$ cat src/rtl/regb_arb_pkg.sv
// ---------------------------------------------------------------------------
// regb_arb_pkg
// Shared types and constants for the register-B load arbiter.
//   arb_state_e  : sequencer states (RUN, DRAIN, HALTED)
//   REGB_LATENCY : load_b -> data_out_b latency of register B
//   STAT_W       : width of each per-requester grant counter
//   id_width()   : requester-ID width, max(1, clog2(n))
// ---------------------------------------------------------------------------
package regb_arb_pkg;

    typedef enum logic [1:0] {
        RUN    = 2'd0,
        DRAIN  = 2'd1,
        HALTED = 2'd2
    } arb_state_e;

    localparam int REGB_LATENCY = 2;
    localparam int STAT_W       = 16;

    // A single requester still needs a 1-bit ID field.
    function automatic int id_width(input int n);
        if (n > 1) begin
            return $clog2(n);
        end else begin
            return 1;
        end
    endfunction

endpackage

$ cat src/rtl/regb_load_arbiter_if.sv
// ---------------------------------------------------------------------------
// regb_load_arbiter_if
// Bundles the requester handshake, the halt/drain handshake, the register-B
// port and the response channel of regb_load_arbiter.
//   slave  : the arbiter's view
//   master : the environment's view (requesters, core, register B)
// Optional macro REGB_ARB_STATS_EN adds grant_count (NUM_REQ x 16 bits).
// ---------------------------------------------------------------------------
interface regb_load_arbiter_if #(
    parameter int DATA_WIDTH = 32,
    parameter int NUM_REQ    = 4
);
    import regb_arb_pkg::*;

    localparam int ID_W = id_width(NUM_REQ);

    logic [NUM_REQ-1:0]            req_valid;
    logic [NUM_REQ*DATA_WIDTH-1:0] req_data;
    logic [NUM_REQ-1:0]            req_ready;
    logic                          halt_req;
    logic                          halted;
    logic                          load_b;
    logic [DATA_WIDTH-1:0]         data_in_b;
    logic [DATA_WIDTH-1:0]         data_out_b;
    logic                          rsp_valid;
    logic [ID_W-1:0]               rsp_id;
    logic [DATA_WIDTH-1:0]         rsp_data;
`ifdef REGB_ARB_STATS_EN
    logic [NUM_REQ*STAT_W-1:0]     grant_count;
`endif

    modport slave (
        input  req_valid,
        input  req_data,
        output req_ready,
        input  halt_req,
        output halted,
        output load_b,
        output data_in_b,
        input  data_out_b,
        output rsp_valid,
        output rsp_id,
        output rsp_data
`ifdef REGB_ARB_STATS_EN
        ,
        output grant_count
`endif
    );

    modport master (
        output req_valid,
        output req_data,
        input  req_ready,
        output halt_req,
        input  halted,
        input  load_b,
        input  data_in_b,
        output data_out_b,
        input  rsp_valid,
        input  rsp_id,
        input  rsp_data
`ifdef REGB_ARB_STATS_EN
        ,
        input  grant_count
`endif
    );

endinterface

$ cat src/rtl/regb_load_arbiter_rr_pick.sv
// ---------------------------------------------------------------------------
// rr_pick
// Combinational rotate-priority picker. Searching starts at i_ptr and wraps
// modulo NUM_REQ; the first set request wins.
//   i_req   : request vector
//   i_ptr   : index with highest priority (must be < NUM_REQ)
//   o_grant : one-hot grant (all zero when nothing requested)
//   o_idx   : index of the winner (meaningful only when o_any)
//   o_any   : at least one request present
// ---------------------------------------------------------------------------
module rr_pick #(
    parameter int NUM_REQ = 4,
    parameter int ID_W    = 2
) (
    input  logic [NUM_REQ-1:0] i_req,
    input  logic [ID_W-1:0]    i_ptr,
    output logic [NUM_REQ-1:0] o_grant,
    output logic [ID_W-1:0]    o_idx,
    output logic               o_any
);

    logic [NUM_REQ-1:0] w_rot;
    logic [ID_W:0]      w_off;
    logic [ID_W:0]      w_sum;
    logic [ID_W-1:0]    w_idx;

    // Rotate so bit j corresponds to requester (i_ptr + j) mod NUM_REQ.
    assign w_rot = NUM_REQ'({i_req, i_req} >> i_ptr);

    // Lowest set bit of the rotated vector is the nearest requester after i_ptr.
    always_comb begin
        w_off = '0;
        for (int j = NUM_REQ - 1; j >= 0; j--) begin
            w_off = w_rot[j] ? (ID_W+1)'(j) : w_off;
        end
    end

    // Undo the rotation: add the offset back to the pointer, wrapping at NUM_REQ.
    always_comb begin
        w_sum = {1'b0, i_ptr} + w_off;
        if (w_sum >= (ID_W+1)'(NUM_REQ)) begin
            w_idx = ID_W'(w_sum - (ID_W+1)'(NUM_REQ));
        end else begin
            w_idx = ID_W'(w_sum);
        end
    end

    // One-hot decode of the winner.
    always_comb begin
        o_grant = '0;
        for (int i = 0; i < NUM_REQ; i++) begin
            o_grant[i] = o_any & (w_idx == ID_W'(i));
        end
    end

    assign o_any = |w_rot;
    assign o_idx = w_idx;

endmodule

$ cat src/rtl/regb_load_arbiter.sv
// ---------------------------------------------------------------------------
// regb_load_arbiter
// Round-robin arbiter and sequencer sharing the register-B load port among
// NUM_REQ requesters. At most one load is granted per cycle; each load is
// tagged with its requester ID and tracked through register B's LATENCY-cycle
// pipeline so the result comes back with the right ID. A halt/drain handshake
// stops new loads and reports when register B is quiescent.
//
// Ports:
//   clk   : single clock, rising edge
//   reset : synchronous, active-high
//   bus   : regb_load_arbiter_if.slave
//           req_valid/req_data/req_ready : requester handshake (ready one-hot)
//           halt_req/halted              : halt/drain handshake
//           load_b/data_in_b/data_out_b  : register-B port
//           rsp_valid/rsp_id/rsp_data    : results, no backpressure
//           grant_count                  : only with REGB_ARB_STATS_EN
//
// Optional macro REGB_ARB_STATS_EN: per-requester saturating 16-bit grant
// counters on bus.grant_count. Undefined: no counters, no port.
//
// req_ready, load_b and data_in_b are combinational from req_valid, rr_ptr,
// state and halt_req; every other output comes from a register.
// ---------------------------------------------------------------------------
module regb_load_arbiter
    import regb_arb_pkg::*;
#(
    parameter int DATA_WIDTH = 32,
    parameter int NUM_REQ    = 4,
    parameter int LATENCY    = REGB_LATENCY
) (
    input  logic              clk,
    input  logic              reset,
    regb_load_arbiter_if.slave bus
);

    localparam int ID_W = id_width(NUM_REQ);

    arb_state_e                   r_state;
    arb_state_e                   w_state_nxt;
    logic [ID_W-1:0]              r_rr_ptr;
    logic [ID_W-1:0]              w_ptr_nxt;
    logic [LATENCY-1:0]           r_trk_vld;
    logic [LATENCY-1:0][ID_W-1:0] r_trk_id;
    logic                         r_halted;
    logic                         w_grant_en;
    logic [NUM_REQ-1:0]           w_req_gated;
    logic [NUM_REQ-1:0]           w_grant;
    logic [ID_W-1:0]              w_idx;
    logic                         w_any;
    logic [DATA_WIDTH-1:0]        w_data_in;
    logic                         w_trk_empty;

    // Grants are gated the same cycle halt_req or reset is seen.
    assign w_grant_en  = (r_state == RUN) & ~bus.halt_req & ~reset;
    assign w_req_gated = bus.req_valid & {NUM_REQ{w_grant_en}};

    rr_pick #(
        .NUM_REQ (NUM_REQ),
        .ID_W    (ID_W)
    ) u_rr_pick (
        .i_req   (w_req_gated),
        .i_ptr   (r_rr_ptr),
        .o_grant (w_grant),
        .o_idx   (w_idx),
        .o_any   (w_any)
    );

    // Route the winning requester's slice to register B (zero when idle).
    always_comb begin
        w_data_in = '0;
        for (int i = 0; i < NUM_REQ; i++) begin
            w_data_in = w_data_in
                      | ({DATA_WIDTH{w_grant[i]}} & bus.req_data[i*DATA_WIDTH +: DATA_WIDTH]);
        end
    end

    // Pointer moves to the requester after the winner, wrapping at NUM_REQ.
    always_comb begin
        if (w_idx == ID_W'(NUM_REQ - 1)) begin
            w_ptr_nxt = '0;
        end else begin
            w_ptr_nxt = w_idx + ID_W'(1);
        end
    end

    assign w_trk_empty = ~|r_trk_vld;

    // Sequencer next state: a drain, once started, always completes.
    always_comb begin
        w_state_nxt = r_state;
        case (r_state)
            RUN: begin
                if (bus.halt_req) begin
                    w_state_nxt = DRAIN;
                end else begin
                    w_state_nxt = RUN;
                end
            end
            DRAIN: begin
                if (w_trk_empty) begin
                    w_state_nxt = HALTED;
                end else begin
                    w_state_nxt = DRAIN;
                end
            end
            HALTED: begin
                if (!bus.halt_req) begin
                    w_state_nxt = RUN;
                end else begin
                    w_state_nxt = HALTED;
                end
            end
            default: begin
                w_state_nxt = RUN;
            end
        endcase
    end

    // Sequencer state register and registered halted flag.
    always_ff @(posedge clk) begin
        if (reset) begin
            r_state  <= RUN;
            r_halted <= 1'b0;
        end else begin
            r_state  <= w_state_nxt;
            r_halted <= (w_state_nxt == HALTED);
        end
    end

    // Round-robin pointer advances only on a grant.
    always_ff @(posedge clk) begin
        if (reset) begin
            r_rr_ptr <= '0;
        end else if (w_any) begin
            r_rr_ptr <= w_ptr_nxt;
        end else begin
            r_rr_ptr <= r_rr_ptr;
        end
    end

    // In-flight tracker mirrors register B's pipeline; reset drops all tags.
    always_ff @(posedge clk) begin
        if (reset) begin
            r_trk_vld <= '0;
            r_trk_id  <= '0;
        end else begin
            r_trk_vld[0] <= w_any;
            r_trk_id[0]  <= w_any ? w_idx : '0;
            for (int s = 1; s < LATENCY; s++) begin
                r_trk_vld[s] <= r_trk_vld[s-1];
                r_trk_id[s]  <= r_trk_id[s-1];
            end
        end
    end

`ifdef REGB_ARB_STATS_EN
    logic [NUM_REQ-1:0][STAT_W-1:0] r_grant_cnt;

    // Per-requester grant counters, saturating at all-ones.
    always_ff @(posedge clk) begin
        if (reset) begin
            r_grant_cnt <= '0;
        end else begin
            for (int i = 0; i < NUM_REQ; i++) begin
                if (w_grant[i] && (r_grant_cnt[i] != {STAT_W{1'b1}})) begin
                    r_grant_cnt[i] <= r_grant_cnt[i] + STAT_W'(1);
                end else begin
                    r_grant_cnt[i] <= r_grant_cnt[i];
                end
            end
        end
    end

    assign bus.grant_count = r_grant_cnt;
`endif

    assign bus.req_ready = w_grant;
    assign bus.load_b    = w_any;
    assign bus.data_in_b = w_data_in;
    assign bus.halted    = r_halted;
    assign bus.rsp_valid = r_trk_vld[LATENCY-1];
    assign bus.rsp_id    = r_trk_id[LATENCY-1];
    // Register B's output is already registered; the result rides along with its tag.
    assign bus.rsp_data  = bus.data_out_b;

endmodule

$ cat src/flat_wrapper.sv
// flat-port wrapper written by rule: the top's interface ports become plain ports
module regb_load_arbiter_flat import regb_arb_pkg::*;
#(
    parameter int DATA_WIDTH = 32,
    parameter int NUM_REQ    = 4,
    parameter int LATENCY    = REGB_LATENCY
)
  (clk, reset, bus_req_valid, bus_req_data, bus_req_ready, bus_halt_req, bus_halted, bus_load_b, bus_data_in_b, bus_data_out_b, bus_rsp_valid, bus_rsp_id, bus_rsp_data);
  regb_load_arbiter_if #(.DATA_WIDTH(DATA_WIDTH), .NUM_REQ(NUM_REQ)) bus_i ();
  input  logic clk;
  input  logic reset;
  input wire logic [$bits(bus_i.req_valid)-1:0] bus_req_valid;
  input wire logic [$bits(bus_i.req_data)-1:0] bus_req_data;
  output wire logic [$bits(bus_i.req_ready)-1:0] bus_req_ready;
  input wire logic [$bits(bus_i.halt_req)-1:0] bus_halt_req;
  output wire logic [$bits(bus_i.halted)-1:0] bus_halted;
  output wire logic [$bits(bus_i.load_b)-1:0] bus_load_b;
  output wire logic [$bits(bus_i.data_in_b)-1:0] bus_data_in_b;
  input wire logic [$bits(bus_i.data_out_b)-1:0] bus_data_out_b;
  output wire logic [$bits(bus_i.rsp_valid)-1:0] bus_rsp_valid;
  output wire logic [$bits(bus_i.rsp_id)-1:0] bus_rsp_id;
  output wire logic [$bits(bus_i.rsp_data)-1:0] bus_rsp_data;
  assign bus_i.req_valid = bus_req_valid;
  assign bus_i.req_data = bus_req_data;
  assign bus_req_ready = bus_i.req_ready;
  assign bus_i.halt_req = bus_halt_req;
  assign bus_halted = bus_i.halted;
  assign bus_load_b = bus_i.load_b;
  assign bus_data_in_b = bus_i.data_in_b;
  assign bus_i.data_out_b = bus_data_out_b;
  assign bus_rsp_valid = bus_i.rsp_valid;
  assign bus_rsp_id = bus_i.rsp_id;
  assign bus_rsp_data = bus_i.rsp_data;
  regb_load_arbiter #(.DATA_WIDTH(DATA_WIDTH), .NUM_REQ(NUM_REQ), .LATENCY(LATENCY)) u_core (.clk(clk), .reset(reset), .bus(bus_i));
endmodule
$ cat config.mk
export PLATFORM = sky130hd
export DESIGN_NAME = regb_load_arbiter_flat
export DESIGN_NICKNAME = d
export VERILOG_FILES = /design/src/rtl/regb_arb_pkg.sv /design/src/rtl/regb_load_arbiter_if.sv /design/src/rtl/regb_load_arbiter_rr_pick.sv /design/src/rtl/regb_load_arbiter.sv /design/src/flat_wrapper.sv
export SDC_FILE = /design/constraint.sdc
export NUM_CORES = 1
export LEC_CHECK = 0
export CELL_PAD_IN_SITES_DETAIL_PLACEMENT = 1
export CELL_PAD_IN_SITES_GLOBAL_PLACEMENT = 2
export CORE_ASPECT_RATIO = 1.2
export CORE_MARGIN = 1.5
export CORE_UTILIZATION = 15
export DETAILED_ROUTE_END_ITERATION = 12
export PLACE_DENSITY = 0.91
export SLEW_MARGIN = 20
export SYNTH_ARGS = -nofsm -noshare
export SYNTH_HDL_FRONTEND = slang
export SYNTH_SLANG_ARGS = --single-unit
$ cat constraint.sdc
create_clock -name clk -period 6.4 [get_ports clk]
set_clock_uncertainty 0.2 [all_clocks]
set_input_delay 0.96 -clock clk [delete_from_list [all_inputs] [get_ports clk]]
set_output_delay 0.96 -clock clk [all_outputs]
set_load 0.01 [all_outputs]
### After elaboration in Yosys (flattened, before gate mapping)

Cells that the tools add are included.

* bits in registers: 11
* input bits: 167
* output and inout port bits: 73

* add/sub/neg operators: 3
* $lt $le $gt $ge: 1
* eq/ne operators: 6
* shift operators: 1
* muxes and demuxes: 10
* bitwise operators: 17
* reductions and logical operators: 5

Operators by type and width (count)
* 32-bit bitwise AND: 4
* 32-bit bitwise OR: 3
* 2-bit two-way mux: 8
* 2-bit equality test, second input constant: 4
* 8-bit by 2-bit >> shifter with 4-bit output: 1
* 1-bit bitwise AND: 6
* 2-bit case mux with 3 select lines: 1
* 4-bit bitwise AND: 1
* 2-bit by 1-bit equality test with 1-bit output, second input constant: 2
* 2-bit zero test: 2
* 2-bit OR reduction: 2
* 4-bit OR reduction: 1
* 2-bit by 2-bit adder with 3-bit output: 1
* 3-bit greater-or-equal comparator, second input constant: 1
* 1-bit NOT: 3
* 2-bit by 1-bit adder with 2-bit output, second input constant: 1
* 2-bit by 1-bit subtractor with 2-bit output, second input constant: 1
* 1-bit two-way mux: 1

### Longest topological paths before layout

Gate-level depths: netlist of the first run.

* depth in word-level cells: 18
* mapped depth: 17
* gate-level depth less buffers: 15

### Modules after synthesis

From an unflattened synthesis of the first run, not the netlist that was laid out.

* cell total of the unflattened synthesis: 216
* area, all modules: 1546.5 um^2

By module, submodules not included
* regb_load_arbiter: instances 1, cells each 178, area each 1285.0 um^2
* rr_pick: instances 1, cells each 38, area each 261.5 um^2

### Least setup slack after synthesis of the first run

Ideal clock, no wire load.

* kind: in2out
* start: in bus_req_valid[0]
* end: out bus_data_in_b[10]
* data arrival time: 3.612 ns
* required time: 5.240 ns
* setup slack: 1.628 ns
* stages: 16
* cells stage by stage: clkbuf_1 > nor2_1 > a221oi_1 > a31oi_1 > a211oi_1 > nor2_1 > ha_1 > xor2_2 > xnor2_2 > inv_1 > ha_1 > clkbuf_1 > nand2_1 > o21ai_0 > a22oi_1 > o21ai_0

* longest elaborated chain between the ends: 15
* elaborated cells on any way between the ends: 26
* those cells by class: add/sub: 2; order compare: 1; eq/ne: 3; shift: 1; mux: 5; bitwise: 12; reduce/logical: 2

RTL lines
* start: declaration: RTL line flat_wrapper.sv:12 `input wire logic [$bits(bus_i.req_valid)-1:0] bus_req_valid;`
* 4-bit bitwise AND *: RTL line regb_load_arbiter.sv:56 `assign w_req_gated = bus.req_valid & {NUM_REQ{w_grant_en}};`
* 8-bit by 2-bit >> shifter with 4-bit output *: RTL line regb_load_arbiter_rr_pick.sv:28 `assign w_rot = NUM_REQ'({i_req, i_req} >> i_ptr);`
* 2-bit two-way mux (4 in series): RTL line regb_load_arbiter_rr_pick.sv:34 `w_off = w_rot[j] ? (ID_W+1)'(j) : w_off;`
* 2-bit by 2-bit adder with 3-bit output: RTL line regb_load_arbiter_rr_pick.sv:40 `w_sum = {1'b0, i_ptr} + w_off;`
* 3-bit greater-or-equal comparator or 2-bit by 1-bit subtractor with 2-bit output (tied branches): RTL line regb_load_arbiter_rr_pick.sv:41, regb_load_arbiter_rr_pick.sv:42
* 2-bit two-way mux: RTL line regb_load_arbiter_rr_pick.sv:41 `if (w_sum >= (ID_W+1)'(NUM_REQ)) begin`
* 2-bit by 1-bit equality test with 1-bit output or 2-bit zero test (tied branches): RTL line regb_load_arbiter_rr_pick.sv:52 `o_grant[i] = o_any & (w_idx == ID_W'(i));`
* 1-bit bitwise AND: RTL line regb_load_arbiter_rr_pick.sv:52
* 32-bit bitwise AND: RTL line regb_load_arbiter.sv:74 `| ({DATA_WIDTH{w_grant[i]}} & bus.req_data[i*DATA_WIDTH +: DATA_WIDTH]);`
* 32-bit bitwise OR (2 in series): RTL line regb_load_arbiter.sv:74
* 32-bit bitwise OR *: RTL line regb_load_arbiter.sv:74
* end: declaration: RTL line flat_wrapper.sv:18 `output wire logic [$bits(bus_i.data_in_b)-1:0] bus_data_in_b;`

Mark *: on every way between the ends. The rest lies on a longest branch, timed or not.

### Worst setup path after layout of the first run

* start: in bus_req_valid[0]
* end: out bus_data_in_b[14]

Same word-level chain as after synthesis.

==> results.sh, run 1 <==
export IMPL_status="completed"
export IMPL_setup_tns_ps=0
export IMPL_synth_net_count=620
export IMPL_layout_drive_gt1_share=0.04965
export IMPL_antenna_diode_count=0
export IMPL_worstSetupStartpointType="primary input"
export IMPL_power_leakage_nw=1.475
export IMPL_area_used_by_multi_input_combinational_logic_um2=2069
export IMPL_postCtsResizedCells=0
export IMPL_path_delay_family="buffers and inverters"
export IMPL_main_flop_type_after_synthesis="sky130_fd_sc_hd__dfxtp_1"
export IMPL_end_kind="output pin"
export IMPL_num_rows=53
export IMPL_synth_most_common_cell="sky130_fd_sc_hd__nand2_1"
export IMPL_cts_buffers_inserted=3
export IMPL_gr_max_usage_layer="met2"
export IMPL_met1_usage=0.1700
export IMPL_post_synthesis_instance_total=451
export IMPL_power_density_nw_per_um2=112.3
export IMPL_initial_utilization=0.1545
export IMPL_critPathArrivalTime_ps=4530
export IMPL_post_route_util=0.2557
export IMPL_syn_area_um2=2736
export IMPL_grt_start_max_net_pins=70
export IMPL_synthDistinctLibCells=41
export IMPL_die_x_um=126.3
export IMPL_max_freq_mhz=175.8
export IMPL_yosys_area_top_type="sky130_fd_sc_hd__o21ai_0"
export IMPL_gp_routability_congestion=0.8108
export IMPL_grt_antenna_before_repair=1
export IMPL_seq_power_share=0.153
export IMPL_floorplan_die_height_um=151.0
export IMPL_cts_setup_buffers=0
export IMPL_final_seq_area_um2=220.2
export IMPL_ys_ff_latch=11
export IMPL_final_period_utilization=0.8890
export IMPL_cts_root_buf="sky130_fd_sc_hd__clkbuf_16"
export IMPL_cp_data_required_time_ps=5240
export IMPL_drt_wirelength_per_cell_um=17.09
export IMPL_final_max_slew_viol_count=0
export IMPL_grt_overflow_total=0
export IMPL_critPathSlowestCell="sky130_fd_sc_hd__clkdlybuf4s50_1"
export IMPL_power_switching_w=0.0001901
export IMPL_maxCapViolCount=0
export IMPL_placed_cell_area_um2=4449
export IMPL_holdBufCountCts=0
export IMPL_areaGrowthSynthToFinish_pct=65.48
export IMPL_antenna_violating_nets_post_route=0
export IMPL_dr_pass1_iters=4
export IMPL_place_inst=780
export IMPL_worst_pin_slew_ps=856.2
export IMPL_netlist_area_leader_share=0.1390
export IMPL_path_cells="clkdlybuf4s50_1, nor2_1, a221oi_1, a31oi_1, a211oi_1, nor2_1, ha_2, xor2_4, buf_4, nand3_2, a41oi_1, o211ai_1, clkdlybuf4s50_1"
export IMPL_share_clk_of_total_power=0.224
export IMPL_die_area_um2=19060
export IMPL_core_area_um2=17710
export IMPL_drt_total_wl_mm=13.40
export IMPL_tritoncts="done"
export IMPL_power_switching_share=0.3739
export IMPL_design_portCount=240
export IMPL_syn_mean_instance_area_um2=6.067
export IMPL_synth_top_cells_by_area="sky130_fd_sc_hd__o21ai_0, sky130_fd_sc_hd__nand2_1, sky130_fd_sc_hd__buf_4"
export IMPL_power_ir_vdd_worst_uv=78.55
export IMPL_number_of_synthesized_flops_with_an_enable_pin=0
export IMPL_clock_sinks=11
export IMPL_htreeDepth=1
export IMPL_detail_route_iter0_violations=146
export IMPL_portion_of_the_post_synthesis_area_used_by_sequential_elements=0.08048
export IMPL_grt_first_pass_wirelength_mm=20.86
export IMPL_max_stage_delay_ps=610
export IMPL_rsz0062_at_grt="no"
export IMPL_synth_top_cells_by_count="sky130_fd_sc_hd__nand2_1, sky130_fd_sc_hd__o21ai_0, sky130_fd_sc_hd__buf_4, sky130_fd_sc_hd__clkbuf_1, sky130_fd_sc_hd__a21oi_1"
export IMPL_post_route_minimum_period_ps=5689
export IMPL_dr_total_vias=3718
export IMPL_ys_async_sr_fraction=0
export IMPL_fillCellCount=2167
export IMPL_first_global_vias=3912
export IMPL_routed_via_density=4.742
export IMPL_design_area_um2=4528
export IMPL_grtUsageMet2=0.2440
export IMPL_timing_worst_setup_path_type="primary input to output pin"
export IMPL_cellInternalPower_w=0.0003183
export IMPL_layoutNonFillerInstCount=784
export IMPL_clk_pin_slew_worst_paths_ps=40
export IMPL_grt_met3_usage=0.01448
export IMPL_comb_power_share=0.623
export IMPL_maxSlewHeadroom=0.4292
export IMPL_layout_nets=734
export IMPL_track_usage=0.1360
export IMPL_drcViolationCount=0
export IMPL_detailed_place_hpwl_mm=10.07
export IMPL_worst_path_max_fanout=22
export IMPL_setup_violations_final=0
export IMPL_cts_path_max_buffers=2
export IMPL_timing_hold_worst_class="flop to flop"
export IMPL_worst_path_buf_inv=3
export IMPL_clkLatencyLatePin_ps=240
export IMPL_io_buffers=175
export IMPL_finalHoldViolCount=0
export IMPL_ys_warnings_count=0
-- area by class of cell --
class / instances / share of cell area
repair buffers: 188 / 0.4112
flip-flops and latches: 11 / 0.04863
multi-input cells: 355 / 0.4570
inverters: 6 / 0.004974
clock buffers: 4 / 0.01741
well taps: 220 / 0.06079
-- routing by layer --
layer | vias to the layer above | share of wire
met3 | 36 | 0.049
met1 | 1731 | 0.42
met4 | 2 | 0.028
met2 | 120 | 0.50
met5 | - | 0.00097
li1 | 1829 | -
-- placed cells by master (no fill, tap or decap), types with 3 or more instances in the layout --
| master | netlist | layout |
|---|---|---|
| sky130_fd_sc_hd__clkdlybuf4s50_1 | 0 | 175 |
| sky130_fd_sc_hd__inv_1 | 5 | 5 |
| sky130_fd_sc_hd__o21ai_0 | 76 | 76 |
| sky130_fd_sc_hd__a21boi_0 | 21 | 21 |
| sky130_fd_sc_hd__o211ai_1 | 13 | 13 |
| sky130_fd_sc_hd__nor3_1 | 5 | 5 |
| sky130_fd_sc_hd__a21oi_1 | 26 | 26 |
| sky130_fd_sc_hd__buf_4 | 38 | 12 |
| sky130_fd_sc_hd__a22oi_1 | 21 | 21 |
| sky130_fd_sc_hd__dfxtp_1 | 11 | 11 |
| sky130_fd_sc_hd__nand4_1 | 11 | 11 |
| sky130_fd_sc_hd__clkbuf_16 | 0 | 3 |
| sky130_fd_sc_hd__o2111ai_1 | 12 | 12 |
| sky130_fd_sc_hd__nor2_1 | 12 | 12 |
| sky130_fd_sc_hd__a41oi_1 | 11 | 11 |
| sky130_fd_sc_hd__and2_1 | 12 | 12 |
| sky130_fd_sc_hd__o21ai_1 | 10 | 10 |
| sky130_fd_sc_hd__nor2b_1 | 14 | 14 |
| sky130_fd_sc_hd__nand2_1 | 87 | 87 |
| sky130_fd_sc_hd__nand3b_1 | 3 | 3 |
-- final timing paths --
kind / cells after the start / start / slack (ps) / endpoint
max: 13 / bus_req_valid[0] / 710 / bus_data_in_b[14]
min: 1 / u_core.r_trk_id[0] / 250 / u_core.bus.rsp_id[0]
max reg2reg: 14 / u_core.r_rr_ptr[0] / 3170 / u_core.r_rr_ptr[0]
min reg2reg: 1 / u_core.r_trk_id[0] / 250 / u_core.bus.rsp_id[0]
-- state kept, by name, summed over array words and instances, names as in the netlist --
signal             cells
u_core.bus.rsp_id      2
u_core.r_rr_ptr        2
u_core.r_state         2
u_core.r_trk_id        2
u_core.r_trk_vld       2
u_core.bus.halted      1
-- metrics by stage --
| stage | total power, W | worst slack, ps | hold slack, ps |
|---|---|---|---|
| 2_1_floorplan | 0.0002448 | 1628 | 213.8 |
| 4_1_cts | 0.0005131 | 683.7 | 252.0 |
| 5_1_grt | 0.0005469 | 324.5 | 264.5 |
| 6_report | 0.0005084 | 710.6 | 254.0 |
| 3_3_place_gp | 0.0003966 | 756.6 | 225.5 |
| 3_5_place_dp | 0.0003970 | 717.4 | 243.8 |
-- worst register-to-register path, stage by stage (launching register included) --
cell	delay, ps
sky130_fd_sc_hd__dfxtp_1	540
sky130_fd_sc_hd__nor2_1	110
sky130_fd_sc_hd__a221oi_1	300
sky130_fd_sc_hd__a31oi_1	70
sky130_fd_sc_hd__a211oi_1	200
sky130_fd_sc_hd__nor2_1	70
sky130_fd_sc_hd__ha_2	240
sky130_fd_sc_hd__xor2_4	180
sky130_fd_sc_hd__xnor2_2	230
sky130_fd_sc_hd__inv_1	110
sky130_fd_sc_hd__ha_1	230
sky130_fd_sc_hd__buf_4	210
sky130_fd_sc_hd__nor3_1	280
sky130_fd_sc_hd__a21oi_1	70
sky130_fd_sc_hd__nor2_1	110
-- logic make-up after synthesis --
group | after synthesis | share of synthesized area
AO/OA/AOI/OAI | 200 | 0.4623
XOR/XNOR | 3 | 0.01783
adder cells (fa/ha/maj) | 2 | 0.009143
buffers and inverters | 85 | 0.1747
flip-flops | 11 | 0.08048
AND/OR/NAND/NOR | 150 | 0.2556
-- power by group through the flow --
stage | registers (W) | logic, W | clock network (W)
final | 0.0000778 | 0.000317 | 0.000114
after global routing | 0.0000783 | 0.000349 | 0.000120
after CTS | 0.0000777 | 0.000320 | 0.000115
after detailed placement | 0.0000788 | 0.000318 | 0
after global placement | 0.0000785 | 0.000318 | 0
after floorplan | 0.0000759 | 0.000169 | 0
Note: power is estimated with default switching activity, not from simulation.
==> run 2: changes to the inputs <==
--- a/config.mk
+++ b/config.mk
@@ -11,6 +11,7 @@
 export CORE_MARGIN = 1.5
 export CORE_UTILIZATION = 15
 export DETAILED_ROUTE_END_ITERATION = 12
+export HOLD_SLACK_MARGIN = 0.06
 export PLACE_DENSITY = 0.91
 export SLEW_MARGIN = 20
 export SYNTH_ARGS = -nofsm -noshare
==> results of run 2 <==
The final DEF is identical to that of run 1; final timing and power are the same.
